[config.mk]
export PLATFORM = sky130hd
export DESIGN_NAME = cg_memory_arbiter
export DESIGN_NICKNAME = d
export VERILOG_FILES = /design/src/rtl/cg_mem_arb_pkg.sv /design/src/rtl/cg_mem_arb_tag_fifo.sv /design/src/rtl/cg_memory_arbiter.sv
export SDC_FILE = /design/constraint.sdc
export NUM_CORES = 1
export LEC_CHECK = 0
export ABC_AREA = 1
export CAP_MARGIN = 20
export CORE_AREA = 8 8 161 163
export DETAILED_ROUTE_END_ITERATION = 7
export DIE_AREA = 0 0 169 171
export SETUP_SLACK_MARGIN = 0.3
export SLEW_MARGIN = 40
export SYNTH_ARGS = -nofsm -noshare
export SYNTH_HDL_FRONTEND = slang
export SYNTH_SLANG_ARGS = --single-unit
[constraint.sdc]
create_clock -name i_clk -period 2.7 [get_ports i_clk]
set_clock_uncertainty 0.1 [all_clocks]
set_input_delay 0.54 -clock i_clk [delete_from_list [all_inputs] [get_ports i_clk]]
set_output_delay 0.54 -clock i_clk [all_outputs]
set_load 0.005 [all_outputs]
[src/rtl/cg_mem_arb_pkg.sv]
// rtl/cg_mem_arb_pkg.sv - shared types for the two-requester memory arbiter
package cg_mem_arb_pkg;
   localparam int NUM_REQ = 2;

   typedef enum logic {
      ARB_IDLE = 1'b0,
      ARB_HOLD = 1'b1
   } arb_state_e;

   typedef logic [$clog2(NUM_REQ)-1:0] req_id_t;
endpackage

[src/rtl/cg_mem_arb_tag_fifo.sv]
// rtl/cg_mem_arb_tag_fifo.sv - in-order requester-id FIFO for outstanding reads
// A push into a full FIFO is taken only when a pop happens in the same cycle.
module cg_mem_arb_tag_fifo #(
   parameter int DEPTH = 4,
   parameter int WIDTH = 1
) (
   input  logic             clk,
   input  logic             rst_n,
   input  logic             push,
   input  logic [WIDTH-1:0] push_data,
   input  logic             pop,
   output logic             full,
   output logic             empty,
   output logic [WIDTH-1:0] head
);
   localparam int AW = (DEPTH > 1) ? $clog2(DEPTH) : 1;
   localparam logic [AW:0] FULL_CNT = (AW+1)'(DEPTH);

   logic [WIDTH-1:0] mem [DEPTH];
   logic [AW-1:0]    wr_ptr;
   logic [AW-1:0]    rd_ptr;
   logic [AW:0]      count;
   logic             do_push;
   logic             do_pop;

   assign empty   = (count == '0);
   assign full    = (count == FULL_CNT);
   assign do_pop  = pop && !empty;
   assign do_push = push && (!full || do_pop);
   assign head    = mem[rd_ptr];

   always_ff @(posedge clk) begin
      if (do_push) mem[wr_ptr] <= push_data;
   end

   always_ff @(posedge clk or negedge rst_n) begin
      if (!rst_n) begin
         wr_ptr <= '0;
         rd_ptr <= '0;
         count  <= '0;
      end else begin
         if (do_push) wr_ptr <= wr_ptr + AW'(1);
         if (do_pop)  rd_ptr <= rd_ptr + AW'(1);
         case ({do_push, do_pop})
            2'b10:   count <= count + (AW+1)'(1);
            2'b01:   count <= count - (AW+1)'(1);
            default: count <= count;
         endcase
      end
   end
endmodule

[src/rtl/cg_memory_arbiter.sv]
// rtl/cg_memory_arbiter.sv - round-robin two-requester memory arbiter with in-order read return
// Optional per-requester grant/stall counters under CG_MEM_ARB_STATS_EN.
module cg_memory_arbiter
   import cg_mem_arb_pkg::*;
#(
   parameter int DATA_WIDTH  = 32,
   parameter int ADDR_WIDTH  = 32,
   parameter int OUTSTANDING = 4
) (
   input  logic                    i_clk,
   input  logic                    i_rst_n,
   input  logic [1:0]              i_req_valid,
   output logic [1:0]              o_req_ready,
   input  logic [1:0]              i_req_wen,
   input  logic [2*ADDR_WIDTH-1:0] i_req_addr,
   input  logic [2*DATA_WIDTH-1:0] i_req_wdata,
   output logic [1:0]              o_rsp_valid,
   input  logic [1:0]              i_rsp_ready,
   output logic [DATA_WIDTH-1:0]   o_rsp_rdata,
   output logic                    o_mem_wen,
   output logic                    o_mem_wdata_valid,
   output logic [ADDR_WIDTH-1:0]   o_mem_waddr,
   output logic [DATA_WIDTH-1:0]   o_mem_wdata,
   input  logic                    i_mem_wdata_ready,
   output logic                    o_mem_raddr_valid,
   output logic [ADDR_WIDTH-1:0]   o_mem_raddr,
   input  logic                    i_mem_raddr_ready,
   input  logic                    i_mem_rdata_valid,
   input  logic [DATA_WIDTH-1:0]   i_mem_rdata,
   output logic                    o_mem_rdata_ready,
   output logic [2*32-1:0]         o_stat_grant,
   output logic [2*32-1:0]         o_stat_stall
);
   arb_state_e state, state_nxt;
   req_id_t    gnt_id, gnt_id_nxt;
   req_id_t    prio, prio_nxt;
   req_id_t    grant_id;
   req_id_t    head_id;
   logic       grant_valid;
   logic       grant_wen;
   logic       accept;
   logic       fifo_full;
   logic       fifo_empty;
   logic       pop;

   always_ff @(posedge i_clk or negedge i_rst_n) begin
      if (!i_rst_n) begin
         state  <= ARB_IDLE;
         gnt_id <= '0;
         prio   <= '0;
      end else begin
         state  <= state_nxt;
         gnt_id <= gnt_id_nxt;
         prio   <= prio_nxt;
      end
   end

   always_comb begin
      state_nxt   = state;
      gnt_id_nxt  = gnt_id;
      prio_nxt    = prio;
      grant_valid = 1'b0;
      grant_id    = gnt_id;
      case (state)
         ARB_IDLE: begin
            if (i_req_valid[prio]) begin
               grant_valid = 1'b1;
               grant_id    = prio;
            end else if (i_req_valid[~prio]) begin
               grant_valid = 1'b1;
               grant_id    = ~prio;
            end
         end
         ARB_HOLD: begin
            grant_valid = i_req_valid[gnt_id];
            grant_id    = gnt_id;
         end
         default: grant_valid = 1'b0;
      endcase
      // Nothing may look valid to the memory while reset is held.
      if (!i_rst_n) grant_valid = 1'b0;
      grant_wen = i_req_wen[grant_id];
      accept    = grant_valid && (grant_wen ? i_mem_wdata_ready
                                            : (i_mem_raddr_ready && (!fifo_full || pop)));
      if (accept) begin
         prio_nxt  = ~grant_id;
         state_nxt = ARB_IDLE;
      end else if (grant_valid) begin
         state_nxt  = ARB_HOLD;
         gnt_id_nxt = grant_id;
      end
   end

   assign o_req_ready       = accept ? (2'b01 << grant_id) : 2'b00;
   assign o_mem_wen         = grant_valid && grant_wen;
   assign o_mem_wdata_valid = grant_valid && grant_wen;
   assign o_mem_raddr_valid = grant_valid && !grant_wen;
   assign o_mem_waddr       = grant_id ? i_req_addr[2*ADDR_WIDTH-1:ADDR_WIDTH] : i_req_addr[ADDR_WIDTH-1:0];
   assign o_mem_raddr       = o_mem_waddr;
   assign o_mem_wdata       = grant_id ? i_req_wdata[2*DATA_WIDTH-1:DATA_WIDTH] : i_req_wdata[DATA_WIDTH-1:0];

   // Read data is routed to whichever requester owns the oldest tag.
   assign o_mem_rdata_ready = i_rst_n && i_rsp_ready[head_id];
   assign pop               = i_mem_rdata_valid && o_mem_rdata_ready && !fifo_empty;
   assign o_rsp_valid       = (i_mem_rdata_valid && !fifo_empty) ? (2'b01 << head_id) : 2'b00;
   assign o_rsp_rdata       = i_mem_rdata;

   cg_mem_arb_tag_fifo #(
      .DEPTH (OUTSTANDING),
      .WIDTH ($bits(req_id_t))
   ) u_tag_fifo (
      .clk       (i_clk),
      .rst_n     (i_rst_n),
      .push      (accept && !grant_wen),
      .push_data (grant_id),
      .pop       (pop),
      .full      (fifo_full),
      .empty     (fifo_empty),
      .head      (head_id)
   );

`ifdef CG_MEM_ARB_STATS_EN
   logic [NUM_REQ-1:0][31:0] stat_grant;
   logic [NUM_REQ-1:0][31:0] stat_stall;

   always_ff @(posedge i_clk or negedge i_rst_n) begin
      if (!i_rst_n) begin
         stat_grant <= '0;
         stat_stall <= '0;
      end else begin
         for (int r = 0; r < NUM_REQ; r++) begin
            if (o_req_ready[r])                    stat_grant[r] <= stat_grant[r] + 32'd1;
            if (i_req_valid[r] && !o_req_ready[r]) stat_stall[r] <= stat_stall[r] + 32'd1;
         end
      end
   end

   assign o_stat_grant = stat_grant;
   assign o_stat_stall = stat_stall;
`else
   assign o_stat_grant = '0;
   assign o_stat_stall = '0;
`endif
endmodule

# Word level (Yosys, flattened, before mapping)

Memories as Yosys holds them, arrays and structs flattened.
Cells that the tools add are included.

Bits in registers: 10
RAM bits: 4
Input port bits: 171
Output and inout bits: 264
Memories: 1

Memories:

| memory         | words | width | rd ports | clocked after Yosys merged registers in | write ports | RTL line                  | text |
|---|---|---|---|---|---|---|---|
| u_tag_fifo.mem | 4     | 1     | 1        | 0                                       | 1           | cg_mem_arb_tag_fifo.sv:19 | `logic [WIDTH-1:0] mem [DEPTH];` |

$add $sub $neg: 4
Magnitude comparators: 5
Equal/unequal tests: 3
Shift operators: 2
Multiplexer cells: 27
Bitwise logic cells: 4
Reductions and logical operators: 20

Operators with widths:

| cell                                                 | count |
|---|---|
| two-way mux 32 bit                                   | 2 |
| two-way mux 1 bit                                    | 20 |
| logical AND 1 bit                                    | 11 |
| < comparator 1 x 2 -> 1 bit (second input constant)  | 5 |
| one-hot mux 3 bit (2 select lines)                   | 1 |
| adder 2 x 1 -> 2 bit (second input constant)         | 2 |
| two-way mux 2 bit                                    | 2 |
| NOT 1 bit                                            | 4 |
| one-hot mux 1 bit (2 select lines)                   | 2 |
| nonzero test 2 bit                                   | 2 |
| left shift 1 x 1 -> 2 bit (first input constant)     | 2 |
| adder 3 x 1 -> 3 bit (second input constant)         | 1 |
| equality test 3 bit (second input constant)          | 1 |
| zero test 1 bit                                      | 3 |
| zero test 3 bit                                      | 1 |
| subtractor 3 x 1 -> 3 bit (second input constant)    | 1 |
| equality test 2 x 1 -> 1 bit (second input constant) | 1 |
| equality test 2 bit (second input constant)          | 1 |
| logical OR 1 bit                                     | 2 |
| AND reduction 2 bit                                  | 1 |

# Longest topological paths before layout

Depth after elaboration: 14
Depth in mapped cells: 15
Depth with buffers taken out: 15

# Hierarchy

Synthesis repeated with hierarchy kept, for this count alone.

Cells, all modules: 532
Area total of the unflattened synthesis: 3235.6 um^2

By module, submodules not included:

| module              | times used | cells each | area each (um^2) | sequential area each (um^2) |
|---|---|---|---|---|
| cg_memory_arbiter   | 1          | 458        | 2607.5           | 75.1 |
| cg_mem_arb_tag_fifo | 1          | 74         | 628.1            | 295.3 |

# Worst setup path after synthesis

OpenSTA, ideal clock, no wires.

Path type: input to register
Start: input port i_req_valid[0]
End: register u_tag_fifo.count[2]
Library setup time: 131 ps
Data arrival time: 2227 ps
Slack: 242 ps
Cell stages on the path: 12
Cells stage by stage: inv_1 > o21ai_1 > nand3b_1 > nand2_4 > nor2_4 > o211ai_4 > ha_1 > inv_1 > fa_1 > a21oi_1 > o21ai_0 > xor2_1

Cells in the longest elaborated chain, start to end: 13
Elaborated cells between the ends (all ways): 24

Ends and longest elaborated chain:

| element                                                                  | RTL line                  | text |
|---|---|---|
| start, declared                                                          | cg_memory_arbiter.sv:12   | `input logic [1:0] i_req_valid,` |
| two-way mux 1 bit (implied by the code) (2 in a row)                     | cg_memory_arbiter.sv:69   | `end else if (i_req_valid[~prio]) begin` |
| two-way mux 1 bit                                                        | cg_memory_arbiter.sv:69   |  |
| two-way mux 1 bit                                                        | cg_memory_arbiter.sv:66   | `if (i_req_valid[prio]) begin` |
| one-hot mux 1 bit (2 select lines)                                       | cg_memory_arbiter.sv:64   | `case (state)` |
| two-way mux 1 bit (implied by the code) (2 in a row)                     | cg_memory_arbiter.sv:82   | `grant_wen = i_req_wen[grant_id];` |
| two-way mux 1 bit                                                        | cg_memory_arbiter.sv:83   | `accept = grant_valid && (grant_wen ? i_mem_wdata_ready` |
| logical AND 1 bit                                                        | cg_memory_arbiter.sv:83   |  |
| logical AND 1 bit (*)                                                    | cg_memory_arbiter.sv:114  | `.push (accept && !grant_wen),` |
| logical AND 1 bit (*)                                                    | cg_mem_arb_tag_fifo.sv:29 | `assign do_push = push && (!full \|\| do_pop);` |
| equality test 2 x 1 -> 1 bit or equality test 2 bit (tied branches)      | cg_mem_arb_tag_fifo.sv:44 | `case ({do_push, do_pop})` |
| one-hot mux 3 bit (2 select lines) or nonzero test 2 bit (tied branches) | --                        |  |
| end signal, assigned                                                     | cg_mem_arb_tag_fifo.sv:45 | `2'b10: count <= count + (AW+1)'(1);` |
| end signal, assigned                                                     | cg_mem_arb_tag_fifo.sv:46 | `2'b01: count <= count - (AW+1)'(1);` |
| end signal, assigned                                                     | cg_mem_arb_tag_fifo.sv:47 | `default: count <= count;` |
| end, declared                                                            | cg_mem_arb_tag_fifo.sv:22 | `logic [AW:0] count;` |

Mark *: on every way between the ends. The rest lies on a longest branch, timed or not. The select of a mux whose other input is x is not followed.
A chain may end at the register's enable or synchronous reset.

# Final worst setup path

Start: input port i_req_valid[0]
End: output port o_mem_raddr[30]

Cells in the longest elaborated chain, start to end: 6
Elaborated cells between the ends (all ways): 8

Ends and longest elaborated chain:

| element                                              | RTL line                | text |
|---|---|---|
| two-way mux 1 bit (implied by the code) (2 in a row) | cg_memory_arbiter.sv:69 |  |
| two-way mux 1 bit                                    | cg_memory_arbiter.sv:69 |  |
| two-way mux 1 bit (*)                                | cg_memory_arbiter.sv:66 |  |
| one-hot mux 1 bit (2 select lines) (*)               | cg_memory_arbiter.sv:64 |  |
| two-way mux 32 bit (*)                               | cg_memory_arbiter.sv:98 | `assign o_mem_waddr = grant_id ? i_req_addr[2*ADDR_WIDTH-1:ADDR_WIDTH] : i_req_addr[ADDR_WIDTH-1:0];` |
| end, declared                                        | cg_memory_arbiter.sv:26 | `output logic [ADDR_WIDTH-1:0] o_mem_raddr,` |

Marks and branches as above.

==> flow_results.org <==
** Run status
- Result of the run :: finished, final reports clean

** Finish
- Layout cell share with drive strength beyond 1 :: 45.24%
- Counting the fill cells in the layout gives 2,555.
- Registers take 371.6 um2.
- Final layout net count :: 934
- Antenna fix cells :: 0
- Filler-free cell count of the finished design :: 1,075
- In the final layout, the multi-input gates occupy 2389 um2.
- After routing the design area is 6704 um2.
- The area growth from synthesis to layout is 109.8%.

** STA
- Setup repair after global routing could not meet its margin everywhere.
- Portion of the clock cycle consumed by the worst path in the final layout :: 92.33%
- Upper clock frequency limit :: 401.2 MHz
- The final-report max-slew violation count came to 0.
- Final hold viol count :: 0
- Worst hold-check slack :: 0.3616 ns
- Setup Viol. Count Final :: 0
- Counting I/O delays and the setup requirement, the final critical path takes 2.493 ns.

** Setup path
- Cell with the largest stage delay on the worst path :: o21ai_4
- Of all nets on the critical path, the largest fanout is 7.
- STA puts the critical path data required time at 2.06 ns.
- Traced cell by cell, the critical path runs through buf_6 -> inv_1 -> o21ai_4 -> nand2_4 -> buf_12 -> buf_12 -> buf_12 -> buf_16 -> buf_6 -> nand2_2 -> nand2_2 -> buf_2.
- Most frequent cell on the critical path :: buf_12
- At the worst endpoint, the arrival time is 1.85 ns.
- The critical path is of the input pin to output port type.
- STA classifies the critical path endpoint as an output port.
- Delay of the slowest cell on the worst path :: 0.19 ns
- STA classifies the critical path startpoint as an input pin.

** Synthesis
- Portion of synthesized cell area occupied by the leading cell type :: 46.05%
- The synthesized design spends more area on one cell type than any other, namely buf_4.
- Share of synthesized registers carrying an async set or reset :: 71.43%
- Commonest cells post-synth :: nand2_1 (214), buf_4 (196), inv_1 (24)
- The most used flip-flop cell after synthesis is dfrtp_1.
- EDFF count, synth :: 4
- Post-Syn Instances :: 512
- After synthesis, the cell types taking the most area are buf_4 (46%), nand2_1 (25%), dfrtp_1 (7.8%), edfxtp_1 (3.8%), inv_1 (2.8%).
- Yosys reg bits :: 14
- Post-Syn Area :: 3196 um2
- Mean instance size in the synthesized netlist :: 6.241 um2
- The Yosys step of the flow raised 0 warnings.
- Unique masters post-synth :: 31
- nand2_1 is the most common cell in the netlist.
- Sequential cells were found to cover 11.59% of the synthesized design area.

** Routing
- Routed length on met3 :: 1.202 mm
- Post-DRT Antenna Nets :: 0
- Vias per cell :: 3.276
- DRC marker count from the first detailed-route iteration :: 64
- DRC viols :: 0
- Sum of met2 wire segment lengths after detailed routing :: 8.724 mm
- Routed signal wires occupy layers up through met4.
- Initial DRT Pass Iterations :: 4
- The detailed router placed 3,522 vias in this run.
- After detailed routing, the average wire length per cell comes to 15.12 um.
- Total wire length after detailed routing :: 16.26 mm
- Met1 layer wirelength in the final routing :: 6.048 mm

** Global route
- Number of global-route vias before repair :: 3,747
- Number of antenna violations at the first check in global routing :: 0
- Across every metal layer, demand over resource in global routing totals 9.649%.
- Global-route wire length before repair :: 21.91 mm
- Entering global routing, the biggest net connects 16 pins.
- Summed over all layers, the global routing overflow is 0.

** Placed design
- Input and output buffers added on the ports amount to 242.
- Total placed cells including tap cells :: 1,016
- Summed over all nets, the half-perimeter wirelength after detailed placement is 11.86 mm.
- The congestion estimate from routability-driven global placement came to 0.7405.
- In this run the cell area measured after placement is 5204 um2.

** Floorplanning
- Area of the die :: 28,900 um2
- Standard-cell row count :: 56
- Die boundary height :: 171 um
- Number of top-level pins :: 435
- The core region is 23,260 um2.
- DIE WIDTH :: 169 um
- Once the floorplan was initialized, standard cells occupied 13.74% of the core.

** Clocking
- Number of sinks handled by clock tree synthesis :: 14
- For the worst-skew pair, the clock arrives at the later sink with an insertion delay of 0.24 ns.
- Num CTS Buffers :: 3
- Depth of the CTS H-tree :: 1
- Clock tree synthesis selected as its root buffer the cell clkbuf_16.
- After clock tree synthesis, the clock-pin slew on the worst setup and hold paths is 0.04 ns.
- Clock tree buffer depth :: 2
- Clock tree from TritonCTS :: done

** Power
- Max rail drop VDD :: 329.9 uV
- Leak Pwr :: 3.435 nW
- In this run the power density over the cells is 916.1 nW/um2.
- Post-route total power :: 6.141 mW

** Min path
- In this run the worst hold path is classified as input pin to async pin.

** Run
- Max-cap violations in this run came to 0.
final timing paths:
check | from | to | slack (ns) | depth (start not counted)
setup / recovery | i_req_valid[0] | o_mem_raddr[30] | 0.21 | 12
hold / removal | i_rst_n | u_tag_fifo.count[2] | 0.36 | 2
setup reg to reg | gnt_id | u_tag_fifo.count[2] | 0.27 | 14
hold reg to reg | u_tag_fifo.rd_ptr[1] | u_tag_fifo.rd_ptr[1] | 0.41 | 1
max in group asynchronous | i_rst_n | state | 1.97 | 2
min in group i_clk | u_tag_fifo.rd_ptr[1] | u_tag_fifo.rd_ptr[1] | 0.41 | 1
state kept, by name, indices dropped and copies added, names as in the netlist:
name,count
u_tag_fifo.mem,4
u_tag_fifo.rd_ptr,2
state,1
u_tag_fifo.count,3
gnt_id,1
prio,1
u_tag_fifo.wr_ptr,2
routing by layer:
| metal | track usage, % | vias to the layer above |
|---|---|---|
| met5 | 0 | - |
| met4 | 2.039 | 0 |
| li1 | - | 1710 |
| met3 | 3.019 | 34 |
| met1 | 10.71 | 1608 |
| met2 | 17.81 | 170 |
metrics by stage:
| stage | TNS (ns) | setup WS [ns] | util, % |
|---|---|---|---|
| finish | 0 | 0.2072 | 28.82 |
| global route | 0 | 0.1337 | 28.82 |
| CTS | 0 | 0.1683 | 25.26 |
| detailed placement | -30.18 | -0.3987 | 22.37 |
| global placement | -28.57 | -0.3718 | 22.37 |
| floorplan | 0 | 0.3117 | - |
kinds of logic (layout without fill, tap and decap cells):
logic type / Yosys count / after routing / share of synthesized area, %
AND/OR/NAND/NOR: 242 / 242 / 30.93
other: 1 / 128 / 0.1174
flip-flops: 14 / 14 / 11.59
buffers and inverters: 234 / 351 / 50.78
adder cells (fa/ha/maj): 6 / 6 / 2.584
AO/OA/AOI/OAI: 12 / 12 / 3.172
XOR/XNOR: 3 / 3 / 0.8224
area by class of cell:
type | count | share of cell area, %
clock buffer | 3 | 1.120
clock inverter | 1 | 0.05599
inverter | 27 | 1.792
multi-input combinational | 391 | 35.63
sequential | 14 | 5.543
tap | 319 | 5.954
timing repair buffer | 320 | 49.91
placed cells by master, fill, tap and decap left out, types with 14 or more instances in the layout:
master / Yosys / final
buf_12: 0 / 14
buf_2: 7 / 35
buf_4: 196 / 26
buf_6: 0 / 68
clkbuf_2: 0 / 16
clkdlybuf4s50_1: 0 / 134
conb_1: 1 / 128
inv_1: 24 / 20
nand2_1: 214 / 86
nand2_2: 3 / 66
nand2_4: 1 / 65
worst max-delay path, delay by kind of cell:
family	cells	cell delay, ns
AO/OA/AOI/OAI	1	0.19
buffers and inverters	8	0.93
AND/OR/NAND/NOR	3	0.19
what timing repair did:
action,CTS,global route
gates resized for setup,458,256
gates cloned,9,3
endpoints found under the setup margin,107,103
hold buffers,0,0
buffers inserted,33,10
pin swaps,22,51
power breakdown:
group | switching (mW) | internal [mW]
registers | 0.0774 | 0.309
clock network | 0.0844 | 0.196
logic | 2.47 | 3.01
total | 2.63 | 3.51
Power figures use the tool's default switching activity.
